**src/rtl/serial_word_assembler.sv**
```systemverilog
// -----------------------------------------------------------------------------
// serial_word_assembler
//
// Collects a framed, MSB-first serial bit stream into a SIZE-bit word and
// hands the finished word to a parallel load register.
//
// A frame opens with `start`. From the next cycle on, every cycle with
// `bit_valid` high shifts one `serial_in` bit into the word. Gaps of any
// length are allowed. When the SIZE-th bit is shifted in, the word appears on
// `data_out` and `load` pulses for one cycle.
//
// Ports:
//   clk        in   rising-edge clock, the only clock
//   reset      in   synchronous, active-high; overrides every other input
//   start      in   opens a frame; during a frame it restarts the frame
//   serial_in  in   serial data bit, MSB first
//   bit_valid  in   qualifies serial_in; ignored while idle
//   abort      in   drops a partial word and returns to idle
//   data_out   out  last completed word; unchanged by aborts and restarts
//   load       out  one-cycle strobe while data_out holds a new word
//   busy       out  high while a frame is being collected
//   frame_err  out  one-cycle pulse when start arrives mid-frame
//
// All outputs are registered.
// -----------------------------------------------------------------------------
module serial_word_assembler #(
    parameter int SIZE = 4
) (
    input  logic            clk,
    input  logic            reset,
    input  logic            start,
    input  logic            serial_in,
    input  logic            bit_valid,
    input  logic            abort,
    output logic [SIZE-1:0] data_out,
    output logic            load,
    output logic            busy,
    output logic            frame_err
);

    localparam int CNT_W = (SIZE > 1) ? $clog2(SIZE) : 1;
    localparam logic [CNT_W-1:0] LAST_IDX = CNT_W'(SIZE - 1);

    typedef enum logic {
        IDLE    = 1'b0,
        COLLECT = 1'b1
    } state_t;

    state_t            state_q;
    logic [SIZE-1:0]   shift_q;
    logic [CNT_W-1:0]  count_q;
    logic [SIZE-1:0]   data_q;
    logic              load_q;
    logic              busy_q;
    logic              frame_err_q;

    // Word with the current bit appended. On the last bit this value goes
    // straight to data_out, so load never sees a half-updated word.
    logic [SIZE-1:0]   shift_d;
    assign shift_d = {shift_q[SIZE-2:0], serial_in};

    // NOTE: state registers use non-blocking assignments only. Every register
    // then samples its pre-edge value, whatever the order of the statements.
    always_ff @(posedge clk) begin
        if (reset) begin
            state_q     <= IDLE;
            shift_q     <= '0;
            count_q     <= '0;
            data_q      <= '0;
            load_q      <= 1'b0;
            busy_q      <= 1'b0;
            frame_err_q <= 1'b0;
        end else begin
            // NOTE: both pulses default low here. Only the branch that raises
            // a pulse assigns it, so each pulse lasts exactly one cycle.
            load_q      <= 1'b0;
            frame_err_q <= 1'b0;

            case (state_q)
                IDLE: begin
                    // A bit that arrives together with start is not captured.
                    if (start) begin
                        state_q <= COLLECT;
                        busy_q  <= 1'b1;
                        shift_q <= '0;
                        count_q <= '0;
                    end
                end

                COLLECT: begin
                    // Priority: abort, then start, then bit_valid.
                    if (abort) begin
                        state_q <= IDLE;
                        busy_q  <= 1'b0;
                        shift_q <= '0;
                        count_q <= '0;
                    end else if (start) begin
                        shift_q     <= '0;
                        count_q     <= '0;
                        frame_err_q <= 1'b1;
                    end else if (bit_valid) begin
                        if (count_q == LAST_IDX) begin
                            data_q  <= shift_d;
                            load_q  <= 1'b1;
                            state_q <= IDLE;
                            busy_q  <= 1'b0;
                            count_q <= '0;
                        end else begin
                            shift_q <= shift_d;
                            count_q <= count_q + CNT_W'(1);
                        end
                    end
                end

                default: begin
                    state_q <= IDLE;
                    busy_q  <= 1'b0;
                end
            endcase
        end
    end

    assign data_out  = data_q;
    assign load      = load_q;
    assign busy      = busy_q;
    assign frame_err = frame_err_q;

endmodule
```
**config.mk**
```make
export PLATFORM = sky130hd
export DESIGN_NAME = serial_word_assembler
export DESIGN_NICKNAME = d
export VERILOG_FILES = /design/src/rtl/serial_word_assembler.sv
export SDC_FILE = /design/constraint.sdc
export NUM_CORES = 1
export LEC_CHECK = 0
export CAP_MARGIN = 20
export CORE_MARGIN = 1
export CORE_UTILIZATION = 46
export CTS_CLUSTER_DIAMETER = 100
export DETAILED_ROUTE_END_ITERATION = 8
export GPL_TIMING_DRIVEN = 0
export PLACE_DENSITY = 0.74
export SETUP_SLACK_MARGIN = 0.15
export SLEW_MARGIN = 20
export SYNTH_ARGS = -nofsm -noshare
export SYNTH_HDL_FRONTEND = slang
export SYNTH_SLANG_ARGS = --single-unit
```
**constraint.sdc**
```tcl
create_clock -name clk -period 1.61 [get_ports clk]
set_input_delay 0.322 -clock clk [delete_from_list [all_inputs] [get_ports clk]]
set_output_delay 0.322 -clock clk [all_outputs]
set_load 0.1 [all_outputs]
```
==> key figures, run 1 <==
STA
  • Final Max Slew Viols: 0
  • Achievable clock frequency: 0.730 GHz
  • Worst slew pin tran: 487 ps
  • WHS: 399 ps
  • Fin crit share: 85.1%
  • Setup total negative slack: 0 ps
  • Skew final: 3.65 ps
  • Fin crit period: 1370 ps
  • Unrepaired setup endpoints after global routing: false
  • Final Hold Viols: 0
  • Final worst-path setup slack: 240 ps
  • Final Setup Violations: 0
  • Slew HR: 67.7%

Power and ir drop
  • Leakage power total: 0.298 nW
  • Overall power: 0.611 mW
  • Pint: 0.455 mW
  • Net Sw Frac: 25.5%
  • Total net switching power: 0.156 mW
  • Maximum vdd drop: 486 µV
  • Clock share of power: 32.0%
  • Sequential Power Share: 53.9%
  • Comb pwr share: 14.1%
  • Pwr/cell area: 837 mW/mm²

Place
  • Post-DP Area: 724 µm²
  • Post-detail-place hpwl: 727 µm
  • Placer congestion estimate: 0.696
  • Inst Count DP: 77
  • Pre-CTS setup slack: -164 ps
  • Port buffer count: 11

Drt
  • Final ANT Viol Nets: 0
  • Vias: 427
  • Wire length per cell: 12.6 µm
  • Vias/cell: 5.21
  • DR iter-0 viols: 5
  • Routed WL: 1030 µm
  • Residual DRC: 0
  • DRT Pass-1 Iters: 4

Run
  • Maxcap violations: 0

Setup path
  • CP endpoint kind: register
  • Critical path class: input pin to register
  • Crit path arrival time: 1590 ps
  • CP delay by family, top: compound AO/OA/AOI/OAI gates
  • Largest stage delay, worst path: 510 ps
  • CP Cell Sequence: clkdlybuf4s50_1, and3b_4, a2111oi_4, a22o_1
  • R2R Setup Slk: 250 ps
  • Worst r2r path cells: 4
  • Setup crit start kind: input pin
  • Bufs and invs on worst path: 1
  • Crit Path Max Fanout: 5
  • Slowest cell on crit path: clkdlybuf4s50_1
  • Cell depth of the worst setup path: 4
  • Worst Path Required: 1830 ps

Die
  • Top-Level Pins: 13
  • Row cnt: 12
  • Initial core utilization: 51.6%
  • Die area: 0.00145 mm²
  • Core Box Area: 0.00116 mm²
  • Die Ht: 38.0 µm
  • Die Width: 38.0 µm

Finish
  • Area occupied by multi-input gates: 315 µm²
  • Ant. Diodes: 0
  • Core Util, Final: 63.1%
  • Most frequent cells in the layout: dfxtp_1 (13), nand2b_1 (8), buf_2 (8), mux2i_1 (5)
  • Area Overhead vs Synth: 22.2%
  • Post-route cell area: 729 µm²
  • # nets final: 76
  • FF+latch area: 260 µm²
  • Post-route insts no fill: 82
  • Share of cells above drive strength 1: 29.4%
  • Leading cell type in the layout, fill and taps excluded: dfxtp_1
  • # fillers: 101

Synthesis
  • Cells after Synth: 52
  • Multiplexer share of the synthesized area: 8.39%
  • Mean area per synthesized cell: 11.5 µm²
  • Distinct cells, synth: 24
  • Mapped Nets: 59
  • Register area share after synthesis: 43.6%
  • YS warnings: 0
  • Mapped cell area: 597 µm²
  • Synth Area in XOR/XNOR: 0%
  • Post-synthesis compound-gate area fraction: 16.6%
  • Simple-gate area share of the yosys netlist: 25.4%
  • Post-Synth Adder-Cell Area: 2.10%
  • Largest family of logic cells by synthesized area: simple AND/OR/NAND/NOR gates
  • #FFs+latches synth: 13

GRT
  • Global-route wire length before repair: 1740 µm
  • Vias in the first global route: 396
  • Largest net degree at the start of global routing: 11
  • GRT Total Usage: 18.3%
  • GR Overflow Total: 0
  • Antenna violations before repair: 0

Worst hold path
  • Worst hold stages: 2
  • Min-Delay Path Class: input pin to register

Clock network
  • Clock root buffer master: clkbuf_4
  • Clk slew on worst S/H paths: 80 ps
  • Number of H-tree levels: 1
  • Hold Buf Count CTS: 0
  • Clock sink count: 13
  • Worst-Skew Late Latency: 270 ps
  • Clk buf depth: 2
  • Cts bufs inserted: 3
  • CTS tree: built

Outcome
  • Status: finished clean
-- cell families after synthesis --
group           Yosys count
fa+ha+maj                 1
simple gates             18
mux                       5
compound gates           11
buf+inv                   4
flops                    13
-- routing by layer --
layer | wire length, µm | vias up | share of wire [%] | GRT usage (%)
met1 | 521 | 196 | 51 | 21.7
met5 | 0 | - | 0 | 0
li1 | - | 220 | - | -
met3 | 44 | 2 | 4.3 | 6.98
met4 | 13 | 0 | 1.3 | 8.04
met2 | 450 | 9 | 44 | 29.2
-- timing repair --
action | in CTS | in global routing
resized for setup | 30 | 9
pin swaps | 1 | 0
setup buffers | 1 | 0
setup endpoints to repair | 11 | 8
cloned | 0 | 0
-- worst register-to-register path, stage by stage, from the launching register on --
cell,delay [ps]
dfxtp_1,350
ha_2,220
and3b_4,220
a2111oi_4,330
a22o_1,190
-- final cells by class --
type                    instances  area share [%]
clock buffers                   4            3.60
repair buffers                 12            11.7
flip-flops and latches         13            35.7
plain buffers                   3            2.92
well taps                      14            2.40
inverters                       1           0.515
multi-input cells              35            43.2
-- registers in the layout, summed over array words and instances (netlist names) --
signal / flops
frame_err: 1
load: 1
shift_q: 3
busy: 1
data_out: 4
state_q: 1
count_q: 2
-- synth_stat cells (all sizes together) --
library cell | number | share of area (%)
nor3 | 2 | 1.7
ha | 1 | 2.1
nand3b | 1 | 3.4
buf | 2 | 2.7
inv | 1 | 0.63
nor4 | 1 | 2.1
nand2b | 8 | 8.4
nor4b | 1 | 1.5
mux2i | 5 | 8.4
dfxtp | 13 | 44
nor2b | 1 | 1.0
a22o | 3 | 4.4
a22oi | 1 | 1.3
nand2 | 1 | 0.63
and3b | 2 | 3.6
a211oi | 2 | 2.5
clkbuf | 1 | 0.63
a21oi | 2 | 1.7
o21bai | 1 | 1.3
nor3b | 1 | 3.1
o21ai | 1 | 0.84
a2111oi | 1 | 4.6
-- power groups by stage --
stage	Sequential, mW	Combinational (mW)	Clock (mW)
after floorplan	0.356	0.0404	0
after global placement	0.337	0.0871	0
after detailed placement	0.337	0.0875	0
after CTS	0.329	0.0861	0.200
after global routing	0.330	0.0919	0.217
final	0.329	0.0859	0.196
-- final timing paths --
path                               endpoint   startpoint
worst min-delay path             count_q[0]        start
worst min register to register  data_out[1]  data_out[1]
worst max-delay path             shift_q[2]    bit_valid
worst max register to register   shift_q[2]   count_q[0]
No activity file was read; power rests on OpenSTA's default activity.
==> run 2, diff against run 1 <==
--- a/config.mk
+++ b/config.mk
@@ -12,6 +12,7 @@
 export DETAILED_ROUTE_END_ITERATION = 8
 export GPL_TIMING_DRIVEN = 0
 export PLACE_DENSITY = 0.74
+export REMOVE_ABC_BUFFERS = 1
 export SETUP_SLACK_MARGIN = 0.15
 export SLEW_MARGIN = 20
 export SYNTH_ARGS = -nofsm -noshare
==> key figures, run 2 (synthesis gave the netlist of run 1 again) <==
Die
  • Top-Level Pins: 13 (unchanged)
  • Initial core utilization: 51.6% (unchanged)
  • Die Ht: 38.0 µm (unchanged)
  • Row cnt: 12 (unchanged)
  • Die area: 0.00145 mm² (unchanged)
  • Core Box Area: 0.00116 mm² (unchanged)
  • Die Width: 38.0 µm (unchanged)

Drt
  • Vias/cell: 5.20 (-0.19%)
  • Residual DRC: 0 (unchanged)
  • DRT Pass-1 Iters: 2 (-2)
  • Final ANT Viol Nets: 0 (unchanged)
  • DR iter-0 viols: 5 (unchanged)
  • Routed WL: 976 µm (-5.2%)
  • Wire length per cell: 12.0 µm (-4.1%)
  • Vias: 421 (-1.4%)

Clock network
  • Clock root buffer master: clkbuf_4
  • Clk buf depth: 2 (unchanged)
  • Cts bufs inserted: 3 (unchanged)
  • Clock sink count: 13 (unchanged)
  • CTS tree: built
  • Number of H-tree levels: 1 (unchanged)
  • Clk slew on worst S/H paths: 80 ps (about the same)
  • Worst-Skew Late Latency: 270 ps (about the same)
  • Hold Buf Count CTS: 0 (unchanged)

GRT
  • GRT Total Usage: 15.7% (-2.6 points)
  • Largest net degree at the start of global routing: 17 (+6)
  • Antenna violations before repair: 0 (unchanged)
  • GR Overflow Total: 0 (unchanged)
  • Global-route wire length before repair: 1540 µm (-12%)
  • Vias in the first global route: 346 (-13%)

Setup path
  • Critical path class: register to register
  • Crit Path Max Fanout: 4 (-1)
  • Crit path arrival time: 1620 ps (+30 ps)
  • Worst r2r path cells: 4 (unchanged)
  • Largest stage delay, worst path: 370 ps (-140 ps)
  • Worst Path Required: 1830 ps (about the same)
  • CP Cell Sequence: ha_2, and3b_4, a2111oi_4, a22o_1
  • CP endpoint kind: register
  • Setup crit start kind: register
  • Slowest cell on crit path: dfxtp_1

Place
  • Post-detail-place hpwl: 610 µm (-16%)
  • Placer congestion estimate: 0.732 (+5.2%)
  • Inst Count DP: 75 (-2.6%)
  • Port buffer count: 12 (+1)
  • Post-DP Area: 714 µm² (-1.4%)

Power and ir drop
  • Total net switching power: 0.164 mW (+5.1%)
  • Comb pwr share: 12.3% (-1.8 points)
  • Clock share of power: 33.3% (+1.3 points)
  • Pint: 0.452 mW (-0.73%)
  • Pwr/cell area: 832 mW/mm² (-0.60%)
  • Net Sw Frac: 26.6% (+1.1 points)
  • Maximum vdd drop: 512 µV (+5.4%)
  • Sequential Power Share: 54.4% (+0.5 points)
  • Leakage power total: 0.312 nW (+4.6%)

STA
  • Setup total negative slack: 0 ps (unchanged)
  • Unrepaired setup endpoints after global routing: true
  • Final Max Slew Viols: 0 (unchanged)
  • Achievable clock frequency: 0.714 GHz (-2.2%)
  • Fin crit period: 1400 ps (+30.9 ps)
  • Fin crit share: 87.0% (+1.9 points)
  • Final Hold Viols: 0 (unchanged)
  • Slew HR: 60.2% (-7.5 points)
  • Worst slew pin tran: 596 ps (+108 ps)
  • Final Setup Violations: 0 (unchanged)
  • Skew final: 3.66 ps (+0.00486 ps)
  • WHS: 434 ps (+34.6 ps)

Outcome
  • Status: finished clean

Finish
  • Share of cells above drive strength 1: 26.9% (-2.5 points)
  • Post-route insts no fill: 81 (-1.2%)
  • Leading cell type in the layout, fill and taps excluded: dfxtp_1
  • Post-route cell area: 739 µm² (+1.4%)
  • Most frequent cells in the layout: dfxtp_1 (13), nand2b_1 (8), buf_2 (7), mux2i_1 (5)
  • # nets final: 75 (-1.3%)
  • Max FFs per register: 4 (unchanged)
  • # fillers: 94 (-6.9%)
  • Ant. Diodes: 0 (unchanged)
  • Area Overhead vs Synth: 23.9%

Worst hold path
  • Worst hold stages: 2 (unchanged)
  • Min-Delay Path Class: input pin to register

Run
  • Maxcap violations: 0 (unchanged)
-- run 2: changes by cell type in the layout (fill, tap and decap cells not counted), sizes merged --
cell	delta
clkbuf	-1
dlymetal6s2s	+2
buf	-1
clkdlybuf4s50	-1
-- run 2: layer usage --
layer	global-route usage (%)	wire length, µm	vias up
met4	8.04	4	0
met3	5.23	43	2
met5	0	0	-
met1	22.5	538	188
li1	-	-	223
met2	20.3	391	8
-- run 2: metrics by stage --
stage	setup WS, ps	total power, mW	util (%)
2_1_floorplan	313	0.385	-
3_5_place_dp	-170	0.420	61.8
5_1_grt	130	0.643	64.0
4_1_cts	153	0.624	63.2
3_3_place_gp	-157	0.419	61.8
6_report	209	0.615	64.0
-- run 2: power groups by stage --
stage	clock, mW	combinational, mW	sequential, mW
3_3_place_gp	0	0.0773	0.342
6_report	0.205	0.0759	0.334
2_1_floorplan	0	0.0246	0.361
4_1_cts	0.213	0.0758	0.335
5_1_grt	0.225	0.0820	0.336
3_5_place_dp	0	0.0775	0.342
-- run 2: final cells by class --
| cell class | count | area, µm² | share of cell area [%] |
|---|---|---|---|
| multi-input cells | 35 | 324 | 43.8 |
| well taps | 14 | 17.5 | 2.37 |
| repair buffers | 14 | 108 | 14.6 |
| clock buffers | 4 | 26.3 | 3.55 |
| inverters | 1 | 3.75 | 0.508 |
| flip-flops and latches | 13 | 260 | 35.2 |
-- run 2: critical path: cells and delay by family, from the launching register on --
family	cells	cell delay [ps]
AO/OA/AOI/OAI	2	510
flip-flops	1	370
adder cells (fa/ha/maj)	1	240
AND/OR/NAND/NOR	1	220
-- run 2: worst paths after layout --
path         slack (ps)     endpoint   startpoint
min                 430    frame_err        abort
max reg2reg         210   shift_q[0]   count_q[0]
min reg2reg         470  data_out[3]  data_out[3]
max                 210   shift_q[0]   count_q[0]
-- run 2: timing repair --
item | 4_1_cts | 5_1_grt
pin swaps | 1 | 0
endpoints found under the setup margin | 11 | 10
gates resized for setup | 33 | 7
buffers inserted | 2 | 0
